$ cat src/rtl/sync_fifo_ctrl.sv
// Single-clock FIFO with fill level, programmable almost-full/almost-empty,
// FWFT or registered-read output, synchronous flush and sticky error flags.
module sync_fifo_ctrl #(
  parameter int DATA_WIDTH    = 8,
  parameter int ADDR_WIDTH    = 4,
  parameter int DEPTH         = 16,
  parameter int AFULL_THRESH  = DEPTH - 2,
  parameter int AEMPTY_THRESH = 2,
  parameter bit FWFT          = 1'b1
) (
  input  logic                  clk,
  input  logic                  rst_n,
  input  logic                  clr,
  input  logic                  wrt_en,
  input  logic [DATA_WIDTH-1:0] data_wrt,
  output logic                  full,
  output logic                  almost_full,
  input  logic                  rd_en,
  output logic [DATA_WIDTH-1:0] data_rd,
  output logic                  rd_valid,
  output logic                  empty,
  output logic                  almost_empty,
  output logic [ADDR_WIDTH:0]   count,
  output logic                  overflow,
  output logic                  underflow
);

  localparam int PW = ADDR_WIDTH + 1;
  localparam logic [ADDR_WIDTH:0] DEPTH_C  = PW'(DEPTH);
  localparam logic [ADDR_WIDTH:0] AFULL_C  = PW'(AFULL_THRESH);
  localparam logic [ADDR_WIDTH:0] AEMPTY_C = PW'(AEMPTY_THRESH);
  localparam logic [ADDR_WIDTH:0] PTR_ONE  = PW'(1);

  if (DEPTH != (1 << ADDR_WIDTH) || !(0 < AEMPTY_THRESH && AEMPTY_THRESH < AFULL_THRESH
      && AFULL_THRESH < DEPTH)) begin : g_param_err
    $error("sync_fifo_ctrl: illegal DEPTH/ADDR_WIDTH/threshold combination");
  end

  logic [DATA_WIDTH-1:0] mem [DEPTH];
  logic [ADDR_WIDTH:0]   wrt_ptr, rd_ptr;
  logic [ADDR_WIDTH:0]   wrt_ptr_nxt, rd_ptr_nxt;
  logic [ADDR_WIDTH:0]   count_q;
  logic                  overflow_q, underflow_q;
  logic                  wr_acc, rd_acc;

  // Level flags decode only from the registered count.
  assign count        = count_q;
  assign full         = (count_q == DEPTH_C);
  assign empty        = (count_q == '0);
  assign almost_full  = (count_q >= AFULL_C);
  assign almost_empty = (count_q <= AEMPTY_C);
  assign overflow     = overflow_q;
  assign underflow    = underflow_q;

  assign wr_acc = wrt_en && !full && !clr;
  assign rd_acc = rd_en && !empty && !clr;

  always_comb begin
    wrt_ptr_nxt = wrt_ptr;
    rd_ptr_nxt  = rd_ptr;
    if (clr) begin
      wrt_ptr_nxt = '0;
      rd_ptr_nxt  = '0;
    end else begin
      if (wr_acc) wrt_ptr_nxt = wrt_ptr + PTR_ONE;
      if (rd_acc) rd_ptr_nxt  = rd_ptr + PTR_ONE;
    end
  end

  always_ff @(posedge clk or negedge rst_n) begin
    if (!rst_n) begin
      wrt_ptr     <= '0;
      rd_ptr      <= '0;
      count_q     <= '0;
      overflow_q  <= 1'b0;
      underflow_q <= 1'b0;
    end else begin
      wrt_ptr <= wrt_ptr_nxt;
      rd_ptr  <= rd_ptr_nxt;
      // Wrap bit makes the modulo difference the true fill level 0..DEPTH.
      count_q <= wrt_ptr_nxt - rd_ptr_nxt;
      if (clr) begin
        overflow_q  <= 1'b0;
        underflow_q <= 1'b0;
      end else begin
        if (wrt_en && full) overflow_q  <= 1'b1;
        if (rd_en && empty) underflow_q <= 1'b1;
      end
    end
  end

  always_ff @(posedge clk) begin
    if (wr_acc) mem[wrt_ptr[ADDR_WIDTH-1:0]] <= data_wrt;
  end

  if (FWFT) begin : g_fwft
    // Masked while empty so the output reads zero out of reset.
    assign data_rd  = empty ? '0 : mem[rd_ptr[ADDR_WIDTH-1:0]];
    assign rd_valid = !empty;
  end else begin : g_reg_rd
    logic [DATA_WIDTH-1:0] data_rd_q;
    logic                  rd_valid_q;

    always_ff @(posedge clk or negedge rst_n) begin
      if (!rst_n) begin
        data_rd_q  <= '0;
        rd_valid_q <= 1'b0;
      end else begin
        rd_valid_q <= rd_acc;
        if (rd_acc) data_rd_q <= mem[rd_ptr[ADDR_WIDTH-1:0]];
      end
    end

    assign data_rd  = data_rd_q;
    assign rd_valid = rd_valid_q;
  end

endmodule

$ cat config.mk
export PLATFORM = sky130hd
export DESIGN_NAME = sync_fifo_ctrl
export DESIGN_NICKNAME = d
export VERILOG_FILES = /design/src/rtl/sync_fifo_ctrl.sv
export SDC_FILE = /design/constraint.sdc
export NUM_CORES = 1
export LEC_CHECK = 0
export CORE_ASPECT_RATIO = 0.5
export CORE_MARGIN = 2
export CORE_UTILIZATION = 35
export DETAILED_ROUTE_END_ITERATION = 8
export PLACE_DENSITY_LB_ADDON = 0.05
export SETUP_SLACK_MARGIN = 0.4
export SYNTH_ARGS = -nofsm -noshare
export SYNTH_HDL_FRONTEND = slang
export SYNTH_SLANG_ARGS = --single-unit
$ cat constraint.sdc
create_clock -name clk -period 2.2 [get_ports clk]
set_input_delay 0.44 -clock clk [delete_from_list [all_inputs] [get_ports clk]]
set_output_delay 0.44 -clock clk [all_outputs]
set_load 0.02 [all_outputs]
# ---- Word-level counts from Yosys, hierarchy flattened
# Memories as Yosys holds them, arrays and structs flattened.
# Index checks and enable logic that the tools add are counted.
dict set report classes {
  n_eq_ne 1
  mux 11
  n_addsub 3
  magnitude_cmp 2
  reduce_logical 12
}
# operator n
set ops {}
lappend ops {{$mux W5} 4}
lappend ops {{$add A5 B1 Y5 const B} 2}
lappend ops {{$mux W8} 1}
lappend ops {{$logic_and A1 B1 Y1} 6}
lappend ops {{$mux W1} 6}
lappend ops {{$eq A5 B5 Y1 const B} 1}
lappend ops {{$ge A5 B4 Y1 const B} 1}
lappend ops {{$le A5 B2 Y1 const B} 1}
lappend ops {{$logic_not A5 Y1} 1}
lappend ops {{$sub A5 B5 Y5} 1}
lappend ops {{$reduce_bool A2 Y1} 2}
lappend ops {{$logic_not A1 Y1} 3}
dict set report totals {
  inputBits 13
  memories 1
  output_inout_bits 20
  regBits 17
  mem_bits_rw 128
}
# memory depth width read_ports rd_clocked_by_memory_dff wr line
set memory_table {}
lappend memory_table {mem 16 8 1 0 1 39} ;# logic [DATA_WIDTH-1:0] mem [DEPTH];

# ---- Logic depth before layout (Yosys ltp)
# Gate-level depths: netlist (run 1).
dict set report logic_depth {
  depth_word 7
  mapped_depth 12
  ltp_nobuf 12
}

# ---- Least setup slack after synthesis (run 1)
# Ideal clock, no wire load.
dict set report synth_timing {
  kind {register to register}
  from {register count_q[3], in the netlist count[3]}
  to {register count_q[4], in the netlist count[4]}
  n_path_buf 0
  required_time_ps 2099
  arrival_time_ps 2539
  stages_incl_launch_ff 11
  setup_ps 101
  path_slack_ps -440
  path_cell_list {dfrtp_1 nor3_1 nand2_1 nand2_1 mux2i_1 or2_2 fa_1 a21o_1 a21oi_1 o31ai_1 o32ai_1}
}
dict set report synth_between {
  elab_chain_len 7
  word_cells_on_any_way 13
  classes_between {add/sub (1); eq/ne (1); mux (4); reduce/logical (7)}
}
# element line
set synth_lines {}
lappend synth_lines {{start, declared} 42} ;# logic [ADDR_WIDTH:0] count_q;
lappend synth_lines {{start signal, assigned} 81} ;# count_q <= wrt_ptr_nxt - rd_ptr_nxt;
lappend synth_lines {{$logic_not A5 Y1} 49} ;# assign empty = (count_q == '0);
lappend synth_lines {{$logic_not A1 Y1} --}
lappend synth_lines {{named net rd_valid} 20} ;# output logic rd_valid,
lappend synth_lines {{$logic_and A1 B1 Y1 (2 in a row)} 56} ;# assign rd_acc = rd_en && !empty && !clr;
lappend synth_lines {{$mux W5} 66} ;# if (rd_acc) rd_ptr_nxt = rd_ptr + PTR_ONE;
lappend synth_lines {{$mux W5} 61} ;# if (clr) begin
lappend synth_lines {{$sub A5 B5 Y5} 81}
# The timed path passes the listed nets, and every way through them passes these cells.
# A chain may end at the register's enable or synchronous reset.

# ---- Worst setup path after layout (run 1)
dict set report layout_timing {
  from {register rd_ptr[0]}
  to {output data_rd[5]}
}
dict set report layout_between {
  elab_chain_len 2
}
# element line
set layout_lines {}
lappend layout_lines {{start, declared} 40} ;# logic [ADDR_WIDTH:0] wrt_ptr, rd_ptr;
lappend layout_lines {{start signal, assigned} 79} ;# rd_ptr <= rd_ptr_nxt;
lappend layout_lines {{$mem_v2 Z16 W8} --}
lappend layout_lines {{$mux W8} 98} ;# assign data_rd = empty ? '0 : mem[rd_ptr[ADDR_WIDTH-1:0]];
lappend layout_lines {{end, declared} 19} ;# output logic [DATA_WIDTH-1:0] data_rd,
# Every way passes these cells.

==> impl_results.md, run 1 <==
* Run status: finished with violations
* Violated checks: setup timing
* Arrival time reported for the critical path endpoint at 2.17 ns
* Synth Net Count at 346
* PwrDens at 1063 nW/um2
* Number of filler cells placed in the layout at 1373
* Largest stage delay on the critical path at 0.51 ns
* Critical setup path kind: flip-flop to output pin
* Final hold violation count at 0
* Post-placement setup slack at -0.5700 ns
* Post-synth top cells: sky130_fd_sc_hd__edfxtp_1, sky130_fd_sc_hd__mux4_2, sky130_fd_sc_hd__nor2_1
* Number of synthesized flops with an enable pin at 128
* Combined buffer and inverter count along the critical path at 3
* Post-Route Skew at 0.01657 ns
* Type of origin of the critical path: flip-flop
* Gate count after technology mapping at 323
* Count of antenna-violating nets left after detailed routing at 0
* Die Y at 95.86 um
* Maximum clock insertion buffer count at 2
* Leakage power at 2.946 nW
* Tmin final at 2.607 ns
* Layout Cell Area excl Fill at 8517 um2
* NetSw at 2.560 mW
* Power Internal at 6.490 mW
* Clock sink total at 145
* Net switching fraction of the power at 28.29%
* Synthesized area divided by synthesized cell count at 18.29 um2
* Portion of total power attributed to sequential cells at 35.6%
* Maxcap violations at 0
* Crit-path max FO at 5
* Largest net degree at the start of global routing at 29
* DIE AREA at 17990 um2
* Area taken by multi-input logic gates at 1949 um2
* First-pass iteration count of the detailed router at 4
* Count of nets after finishing at 478
* Warning count from the yosys run at 0
* CTS H-tree lvls at 4
* Final count of negative-setup-slack endpoints at 11
* Vias after detailed routing at 3371
* Latest clock arrival within the worst-skew pair at 0.42 ns
* Initial Utilization at 35.94%
* Cell at the root of the clock tree: sky130_fd_sc_hd__clkbuf_16
* Normalized max-slew margin at 55.27%
* Worst path setup slack after routing at -0.4070 ns
* DP Wirelength at 9243 um
* Max Fclk at 383.6 MHz
* Post-synthesis instance area at 5907 um2
* Critical path's slowest cell: sky130_fd_sc_hd__mux4_2
* TNS Setup at -3.531 ns
* Post-detailed-routing wire length at 13800 um
* TritonCTS clock tree: built
* Cell type with the highest aggregate area in the netlist: sky130_fd_sc_hd__edfxtp_1
* Critical path, cell by cell: buf_12 > buf_16 > mux4_2 > a22oi_2 > a21oi_2 > buf_6
* Most common flop cell mapped by yosys: sky130_fd_sc_hd__edfxtp_1
* Wire length of the first global-routing pass at 21100 um
* DRC at 0
* Crit end category: output pin
* Share of cells above drive strength 1 at 53.63%
* Vias per cell at 4.850
* Post-placement cell area at 7286 um2
* Non-filler instance count after layout at 695
* Total global routing overflow at 0
* Chip width at 187.7 um
* Required time reported for the critical path endpoint at 1.76 ns
* Part of the total power dissipated in the clock network at 32.1%
* Most numerous cell in the Yosys netlist: sky130_fd_sc_hd__edfxtp_1
* Synthesis-to-finish area growth at 44.19%
* Hold crit path type: input pin to async pin
* Clock transition at the registers of the reported paths at 0.06 ns
* Area of the placeable core at 16430 um2
* Hold bufs inserted after CTS at 0
* Iteration-0 DRC Markers at 209
* Antenna violations before repair at 0
* Peak supply drop at 0.6111 mV
* Synth top area share at 65.07%
* Via count of the first global-routing pass at 3619
* Number of buffer cells added on primary ports at 32
* N_diodes at 0
* Site Rows at 33
* TritonCTS buffer count at 17
* Final worst path period share at 118.5%
* Flip-flop and latch count after synthesis at 145
* Boundary Pins at 33
* Netlist cell types at 36
* Final slew viol count at 0
* Top Family by Delay on Critical Path: multiplexers
* Final weighted congestion in routability-driven placement at 0.7627
* Part of the total power dissipated in combinational logic at 32.4%
* FF/Latch Area at 4277 um2
* Actual slew at the worst max-slew pin at 0.6689 ns
* Fraction of registers with async set or reset after synthesis at 11.72%
* Aggregate global-route resource usage at 16.50%
* Post-DR wirelength/cell at 19.85 um
* DP Cell Count at 636
* Largest cells by area after synthesis: sky130_fd_sc_hd__edfxtp_1, sky130_fd_sc_hd__mux4_2, sky130_fd_sc_hd__dfrtp_1
* Portion of the post-synthesis area used by sequential elements at 72.27%
* Unrepaired setup endpoints after global routing: yes
==> through the flow <==
| step | utilization [%] | hold WS [ns] | power (mW) |
|---|---|---|---|
| after global routing | 51.83 | 0.3766 | 9.455 |
| after global placement | 44.34 | 0.4988 | 5.477 |
| after floorplan | - | 0.1444 | 4.532 |
| final | 51.83 | 0.3407 | 9.051 |
| after detailed placement | 44.34 | 0.4927 | 5.477 |
| after CTS | 50.59 | 0.3428 | 8.779 |
==> power groups by stage <==
stage               Sequential, mW  Clock, mW  Combinational (mW)
CTS                           3.22       2.96                2.60
finish                        3.22       2.90                2.93
floorplan                     3.30          0                1.24
global route                  3.23       3.11                3.12
detailed placement            3.26          0                2.22
global placement              3.26          0                2.22
==> metal layers <==
layer	global-route usage (%)	vias to the layer above	part of all wire (%)
li1	-	1556	-
met1	21.99	1757	48
met2	27.31	46	48
met3	4.666	12	3.3
met4	3.740	0	0.93
met5	0	-	0
==> cells by family (layout without fill, tap and decap cells) <==
logic type | Yosys count | after routing | share of synthesized area, %
buffers and inverters | 22 | 167 | 1.694
and+or+nand+nor | 62 | 62 | 5.296
muxes | 33 | 33 | 12.37
AOI/OAI and AO/OA | 39 | 39 | 4.342
DFF | 145 | 145 | 72.27
adders and majority gates | 10 | 10 | 2.245
xor gates and xnor gates | 12 | 12 | 1.779
==> cells in the final DEF, fill, tap and decap left out, types with 6 or more instances in the layout <==
cell type | netlist | routed
sky130_fd_sc_hd__clkdlybuf4s50_1 | 0 | 12
sky130_fd_sc_hd__buf_12 | 0 | 12
sky130_fd_sc_hd__dfrtp_2 | 0 | 6
sky130_fd_sc_hd__edfxtp_1 | 128 | 128
sky130_fd_sc_hd__mux4_2 | 32 | 32
sky130_fd_sc_hd__xor2_1 | 7 | 7
sky130_fd_sc_hd__nor2_4 | 0 | 14
sky130_fd_sc_hd__a21oi_2 | 1 | 13
sky130_fd_sc_hd__dfrtp_1 | 17 | 11
sky130_fd_sc_hd__buf_4 | 3 | 50
sky130_fd_sc_hd__buf_6 | 0 | 41
sky130_fd_sc_hd__clkbuf_16 | 0 | 19
sky130_fd_sc_hd__ha_1 | 9 | 7
sky130_fd_sc_hd__nor2_1 | 26 | 11
sky130_fd_sc_hd__a22oi_2 | 0 | 15
==> layout make-up <==
class / instances / area share, %
Timing Repair Buffer: 129 / 16.19
Sequential cell: 145 / 50.21
Clock buffer: 20 / 5.127
Clock inverter: 12 / 1.866
Inverter: 6 / 0.3820
Multi-Input combinational cell: 156 / 22.89
Tap cell: 227 / 3.335
==> what timing repair did <==
item | 4_1_cts | 5_1_grt
endpoints found under the setup margin | 153 | 151
gates cloned | 2 | 2
setup buffers | 12 | 11
gates resized for setup | 149 | 29
pin swaps | 20 | 16
==> state kept, by name (all words and copies together), names as in the netlist <==
signal / count
count: 5
mem: 128
overflow: 1
rd_ptr: 5
underflow: 1
wrt_ptr: 5
==> final timing paths <==
| kind | startpoint | endpoint | slack [ns] | depth (start not counted) |
|---|---|---|---|---|
| worst max register to register | rd_ptr[0]$_DFF_PN0_ | count[4]$_DFF_PN0_ | -0.32 | 11 |
| worst min register to register | underflow$_DFFE_PN0P_ | underflow$_DFFE_PN0P_ | 0.50 | 2 |
| worst min-delay path | rst_n | underflow$_DFFE_PN0P_ | 0.34 | 2 |
| max in group asynchronous | rst_n | rd_ptr[0]$_DFF_PN0_ | 1.64 | 2 |
| min in group clk | underflow$_DFFE_PN0P_ | underflow$_DFFE_PN0P_ | 0.50 | 2 |
| worst max-delay path | rd_ptr[0]$_DFF_PN0_ | data_rd[5] | -0.41 | 6 |
Power figures use the tool's default switching activity.
==> inputs of run 2 (changes only) <==
- REMOVE_ABC_BUFFERS: default -> 1
==> impl_results.md, run 2 (synthesized netlist as in run 1, its figures left out) <==
* DRC at 0 (unchanged)
* Most used cells in the layout excluding fill and tap cells: sky130_fd_sc_hd__edfxtp_1, sky130_fd_sc_hd__buf_4, sky130_fd_sc_hd__buf_6
* Site Rows at 33 (unchanged)
* Iteration-0 DRC Markers at 280 (+34%)
* Final worst path period share at 119.3% (+0.79 points)
* Vias per cell at 4.921 (+1.5%)
* Crit-path max FO at 6 (+1)
* Type of origin of the critical path: flip-flop
* Final slew viol count at 0 (unchanged)
* Synthesis-to-finish area growth at 45.37%
* Violated checks: setup timing
* Utilization of the core after routing at 52.25% (+0.43 points)
* Peak supply drop at 0.6264 mV (+2.5%)
* First-pass iteration count of the detailed router at 4 (unchanged)
* Leading cell type in the layout, fill and taps excluded: sky130_fd_sc_hd__edfxtp_1
* Unrepaired setup endpoints after global routing: yes
* Leakage power at 2.960 nW (+0.48%)
* Post-Route Skew at 0.01213 ns (-0.004441 ns)
* Latest clock arrival within the worst-skew pair at 0.41 ns (about the same)
* Part of the total power dissipated in the clock network at 33.2% (+1.1 points)
* CTS H-tree lvls at 4 (unchanged)
* DIE AREA at 17990 um2 (unchanged)
* TritonCTS buffer count at 17 (unchanged)
* Post-detailed-routing wire length at 14780 um (+7.1%)
* Crit end category: output pin
* Final weighted congestion in routability-driven placement at 0.7860 (+3.1%)
* Post-placement setup slack at -0.6070 ns (-0.03695 ns)
* Required time reported for the critical path endpoint at 1.76 ns (about the same)
* Hold bufs inserted after CTS at 0 (unchanged)
* Number of buffer cells added on primary ports at 32 (unchanged)
* FF/Latch Area at 4275 um2 (about the same)
* Boundary Pins at 33 (unchanged)
* Cell at the root of the clock tree: sky130_fd_sc_hd__clkbuf_16
* Largest net degree at the start of global routing at 25 (-14%)
* Critical setup path kind: flip-flop to output pin
* Arrival time reported for the critical path endpoint at 2.18 ns (about the same)
* Antenna violations before repair at 0 (unchanged)
* Final count of negative-setup-slack endpoints at 11 (unchanged)
* Maximum clock insertion buffer count at 2 (unchanged)
* Final-layout worst hold slack at 0.3653 ns (+0.02459 ns)
* Flip-flop count of the largest register after layout at 128 (unchanged)
* Final hold violation count at 0 (unchanged)
* Number of filler cells placed in the layout at 1388 (+1.1%)
* DP Wirelength at 9334 um (+0.99%)
* Post-DR wirelength/cell at 21.26 um (+7.1%)
* Power Internal at 6.753 mW (+4.0%)
* Clock sink total at 145 (unchanged)
* Portion of total power attributed to sequential cells at 34.6% (-1.0 points)
* Net switching fraction of the power at 26.94% (-1.4 points)
* Reg2reg path depth at 11 (unchanged)
* Maxcap violations at 0 (unchanged)
* Area of the placeable core at 16430 um2 (unchanged)
* Total power consumption of the routed design at 9.243 mW (+2.1%)
* Aggregate global-route resource usage at 17.01% (+0.51 points)
* Actual slew at the worst max-slew pin at 0.6759 ns (+0.007034 ns)
* Normalized max-slew margin at 54.80% (-0.47 points)
* Via count of the first global-routing pass at 3569 (-1.4%)
* Hold crit path type: input pin to async pin
* Wire length of the first global-routing pass at 21590 um (+2.3%)
* Clock transition at the registers of the reported paths at 0.06 ns (about the same)
* Die Y at 95.86 um (unchanged)
* Area taken by multi-input logic gates at 1984 um2 (+1.8%)
* Tmin final at 2.624 ns (+0.01737 ns)
* Initial Utilization at 35.94% (unchanged)
* Worst path setup slack after routing at -0.4244 ns (-0.01737 ns)
* Chip width at 187.7 um (unchanged)
* Share of cells above drive strength 1 at 52.56% (-1.1 points)
* Total global routing overflow at 0 (unchanged)
* TritonCTS clock tree: built
* Count of nets after finishing at 478 (unchanged)
* Run status: finished with violations
* N_diodes at 0 (unchanged)
* Vias after detailed routing at 3420 (+1.5%)
* PwrDens at 1076 nW/um2 (+1.3%)
* Count of antenna-violating nets left after detailed routing at 0 (unchanged)
* Part of the total power dissipated in combinational logic at 32.1% (-0.3 points)
* NetSw at 2.490 mW (-2.7%)
* Max Fclk at 381.0 MHz (-0.66%)
[run 2: routing by layer]
| layer | vias up | routed length (um) | GRT usage, % |
|---|---|---|---|
| met5 | - | 0 | 0 |
| met2 | 62 | 7182 | 28.73 |
| met3 | 8 | 582 | 3.974 |
| li1 | 1561 | - | - |
| met1 | 1789 | 6921 | 22.51 |
| met4 | 0 | 91 | 4.528 |
[run 2: cell type report]
type                       instances  share of cell area, %
clock inverter                    11                  2.171
multi-input combinational        156                  23.11
sequential                       145                  49.79
inverter                           6                 0.3497
timing repair buffer             129                  16.14
clock buffer                      21                  5.129
tap                              227                  3.308
[run 2: metrics by stage]
step	TNS (ns)	instance area [um2]	cells
after floorplan	-10.63	5829	307
after global placement	-23.25	6978	630
after detailed placement	-27.95	6978	630
after CTS	-3.615	8159	677
after global routing	-4.506	8587	695
final	-3.538	8587	695
[run 2: final timing paths]
path,start,to,slack [ns]
max,rd_ptr[0]$_DFF_PN0_,data_rd[5],-0.42
min,rst_n,underflow$_DFFE_PN0P_,0.37
max reg2reg,count[1]$_DFF_PN0_,count[4]$_DFF_PN0_,-0.23
min reg2reg,overflow$_DFFE_PN0P_,overflow$_DFFE_PN0P_,0.50
max in group asynchronous,rst_n,wrt_ptr[2]$_DFF_PN0_,1.61
min in group clk,overflow$_DFFE_PN0P_,overflow$_DFFE_PN0P_,0.50
[run 2: worst max-delay path, stage by stage, from the launching register on]
cell and delay, ns:
sky130_fd_sc_hd__dfrtp_2 0.44, sky130_fd_sc_hd__buf_4 0.19, sky130_fd_sc_hd__clkbuf_16 0.17, sky130_fd_sc_hd__mux4_2 0.50
sky130_fd_sc_hd__a22oi_2 0.21, sky130_fd_sc_hd__a21oi_1 0.10, sky130_fd_sc_hd__buf_2 0.17
[run 2: power groups by stage]
stage	combinational [mW]	sequential [mW]	clock, mW
detailed placement	2.11	3.23	0
CTS	2.61	3.20	3.12
floorplan	0.895	3.39	0
finish	2.97	3.20	3.07
global placement	2.11	3.23	0
global route	3.18	3.21	3.24
[run 2: repair_timing]
item                       CTS  global route
gates cloned                 1             2
gates resized for setup    175            59
pin swaps                   24            21
setup endpoints to repair  152           149
setup buffers               14            16
==> inputs of run 3 (changes only) <==
- CORE_UTILIZATION: 35 -> 53
- TNS_END_PERCENT: default -> 5
==> impl_results.md, run 3 (synthesized netlist as in run 1, its figures left out) <==
* Max Fclk at 388.0 MHz (+1.8%)
* Flip-flop count of the largest register after layout at 128 (unchanged)
* Final hold violation count at 0 (unchanged)
* Final count of negative-setup-slack endpoints at 10 (-1)
* Via count of the first global-routing pass at 3475 (-2.6%)
* Site Rows at 27 (-18%)
* Worst path setup slack after routing at -0.3770 ns (+0.04739 ns)
* Boundary Pins at 33 (unchanged)
* Normalized max-slew margin at 57.66% (+2.9 points)
* Iteration-0 DRC Markers at 254 (-9.3%)
* Wire length of the first global-routing pass at 19800 um (-8.3%)
* N_diodes at 0 (unchanged)
* Final worst path period share at 117.1% (-2.2 points)
* Beginning of the critical path: rd_ptr[0]$_DFF_PN0_
* Final-layout worst hold slack at 0.3611 ns (-0.004200 ns)
* Latest clock arrival within the worst-skew pair at 0.40 ns (about the same)
* Type of origin of the critical path: flip-flop
* Post-Route Skew at 0.007189 ns (-0.004937 ns)
* Synthesis-to-finish area growth at 30.76%
* Arrival time reported for the critical path endpoint at 2.14 ns (-0.04 ns)
* DP Wirelength at 8502 um (-8.9%)
* Final weighted congestion in routability-driven placement at 0.8057 (+2.5%)
* Tmin final at 2.577 ns (-0.04739 ns)
* Maximum clock insertion buffer count at 2 (unchanged)
* Maxcap violations at 0 (unchanged)
* Total global routing overflow at 0 (unchanged)
* First-pass iteration count of the detailed router at 4 (unchanged)
* Leakage power at 2.740 nW (-7.4%)
* Reg2reg path depth at 13 (+2)
* Chip width at 153.3 um (-18%)
* TritonCTS buffer count at 17 (unchanged)
* Count of antenna-violating nets left after detailed routing at 0 (unchanged)
* TritonCTS clock tree: built
* DRC at 0 (unchanged)
* Peak supply drop at 0.8004 mV (+28%)
* Unrepaired setup endpoints after global routing: yes
* Violated checks: setup timing
* Area of the placeable core at 10910 um2 (-34%)
* Post-DR wirelength/cell at 21.87 um (+2.9%)
* Crit end category: output pin
* Count of nets after finishing at 447 (-6.5%)
* Die Y at 78.65 um (-18%)
* Cell at the root of the clock tree: sky130_fd_sc_hd__clkbuf_16
* Hold crit path type: input pin to async pin
* Capturing point of the worst reg2reg path: count[4]$_DFF_PN0_
* Critical setup path kind: flip-flop to output pin
* Vias per cell at 5.637 (+15%)
* Clock sink total at 145 (unchanged)
* Largest net degree at the start of global routing at 28 (+12%)
* Share of cells above drive strength 1 at 43.25% (-9.3 points)
* Crit-path max FO at 8 (+2)
* Post-detailed-routing wire length at 12730 um (-14%)
* Vias after detailed routing at 3281 (-4.1%)
* Initial Utilization at 54.13% (+18 points)
* CTS H-tree lvls at 4 (unchanged)
* Number of buffer cells added on primary ports at 32 (unchanged)
* Setup crit end: data_rd[1]
* Aggregate global-route resource usage at 23.08% (+6.1 points)
* Antenna violations before repair at 0 (unchanged)
* Run status: finished with violations
* Clock transition at the registers of the reported paths at 0.06 ns (about the same)
* Setup slack of the most critical reg-to-reg path at -0.33 ns (-0.10 ns)
* Utilization of the core after routing at 70.78% (+19 points)
* Launching point of the worst reg2reg path: count[2]$_DFF_PN0_
* Actual slew at the worst max-slew pin at 0.6330 ns (-0.04287 ns)
* PwrDens at 1078 nW/um2 (+0.13%)
* Leading cell type in the layout, fill and taps excluded: sky130_fd_sc_hd__edfxtp_1
* Required time reported for the critical path endpoint at 1.76 ns (about the same)
* DIE AREA at 12060 um2 (-33%)
* Final slew viol count at 0 (unchanged)
* Most used cells in the layout excluding fill and tap cells: sky130_fd_sc_hd__edfxtp_1, sky130_fd_sc_hd__buf_4, sky130_fd_sc_hd__mux4_2
## run 3: changes by cell type in the layout (fill, tap and decap cells not counted), moves of 4 or more
cell	previous run	this run
sky130_fd_sc_hd__nor2_1	8	24
sky130_fd_sc_hd__nand2_8	4	0
sky130_fd_sc_hd__buf_6	34	18
sky130_fd_sc_hd__buf_8	9	2
sky130_fd_sc_hd__nand2_4	0	4
sky130_fd_sc_hd__buf_12	11	5
sky130_fd_sc_hd__nor2_4	14	1
## run 3: worst min-delay path by stage
stage | end | slack (ns) | from
floorplan | count[0]$_DFF_PN0_ | 0.14 | rst_n
global placement | overflow$_DFFE_PN0P_ | 0.50 | overflow$_DFFE_PN0P_
detailed placement | overflow$_DFFE_PN0P_ | 0.51 | overflow$_DFFE_PN0P_
CTS | wrt_ptr[4]$_DFF_PN0_ | 0.36 | rst_n
global route | wrt_ptr[4]$_DFF_PN0_ | 0.38 | rst_n
finish | wrt_ptr[4]$_DFF_PN0_ | 0.36 | rst_n
## run 3: area by class of cell
class / count / area (um2)
Clock buffer: 18 / 429.2
Timing Repair Buffer: 98 / 913.4
Fill cell: 736 / 3188
Tap cell: 145 / 181.4
Clock inverter: 14 / 163.9
Multi-Input combinational cell: 156 / 1742
Sequential cell: 145 / 4272
Inverter: 6 / 22.52
## run 3: critical path, cell delays in order, from the launching register on
cell and delay, ns:
sky130_fd_sc_hd__dfrtp_2 0.51, sky130_fd_sc_hd__buf_12 0.18, sky130_fd_sc_hd__mux4_2 0.51, sky130_fd_sc_hd__a22oi_2 0.26, sky130_fd_sc_hd__a21oi_1 0.11, sky130_fd_sc_hd__buf_4 0.16
## run 3: report_power, final
group          internal [mW]  total, mW  switching, mW  leakage (nW)
clock                   1.78       2.87           1.09         0.277
combinational           1.17       2.25           1.08          1.08
sequential              3.10       3.20          0.104          1.38
total                   6.05       8.32           2.28          2.74
## run 3: what timing repair did
item / CTS / global route
hold buffers: 0 / 0
endpoints found under the hold margin: 0 / 0
gates resized for setup: 119 / 18
setup endpoints to repair: 153 / 148
buffers inserted: 2 / 2
pin swaps: 19 / 8
## run 3: metal layers
layer,routed length [um],vias up,track usage (%)
li1,-,1490,-
met1,5514,1699,32.37
met2,6363,88,37.54
met3,804,4,4.638
met4,46,0,6.667
met5,0,-,0
## run 3: stage by stage
step | cells | instance area [um2] | TNS (ns) | setup slack [ns] | total power [mW]
after floorplan | 307 | 5829 | -10.63 | -1.145 | 4.287
after detailed placement | 546 | 6860 | -21.20 | -0.5772 | 5.315
after CTS | 580 | 7660 | -3.373 | -0.3857 | 8.275
after global placement | 546 | 6860 | -18.12 | -0.5162 | 5.296
final | 582 | 7724 | -3.176 | -0.3770 | 8.324
after global routing | 582 | 7724 | -4.226 | -0.4578 | 8.660
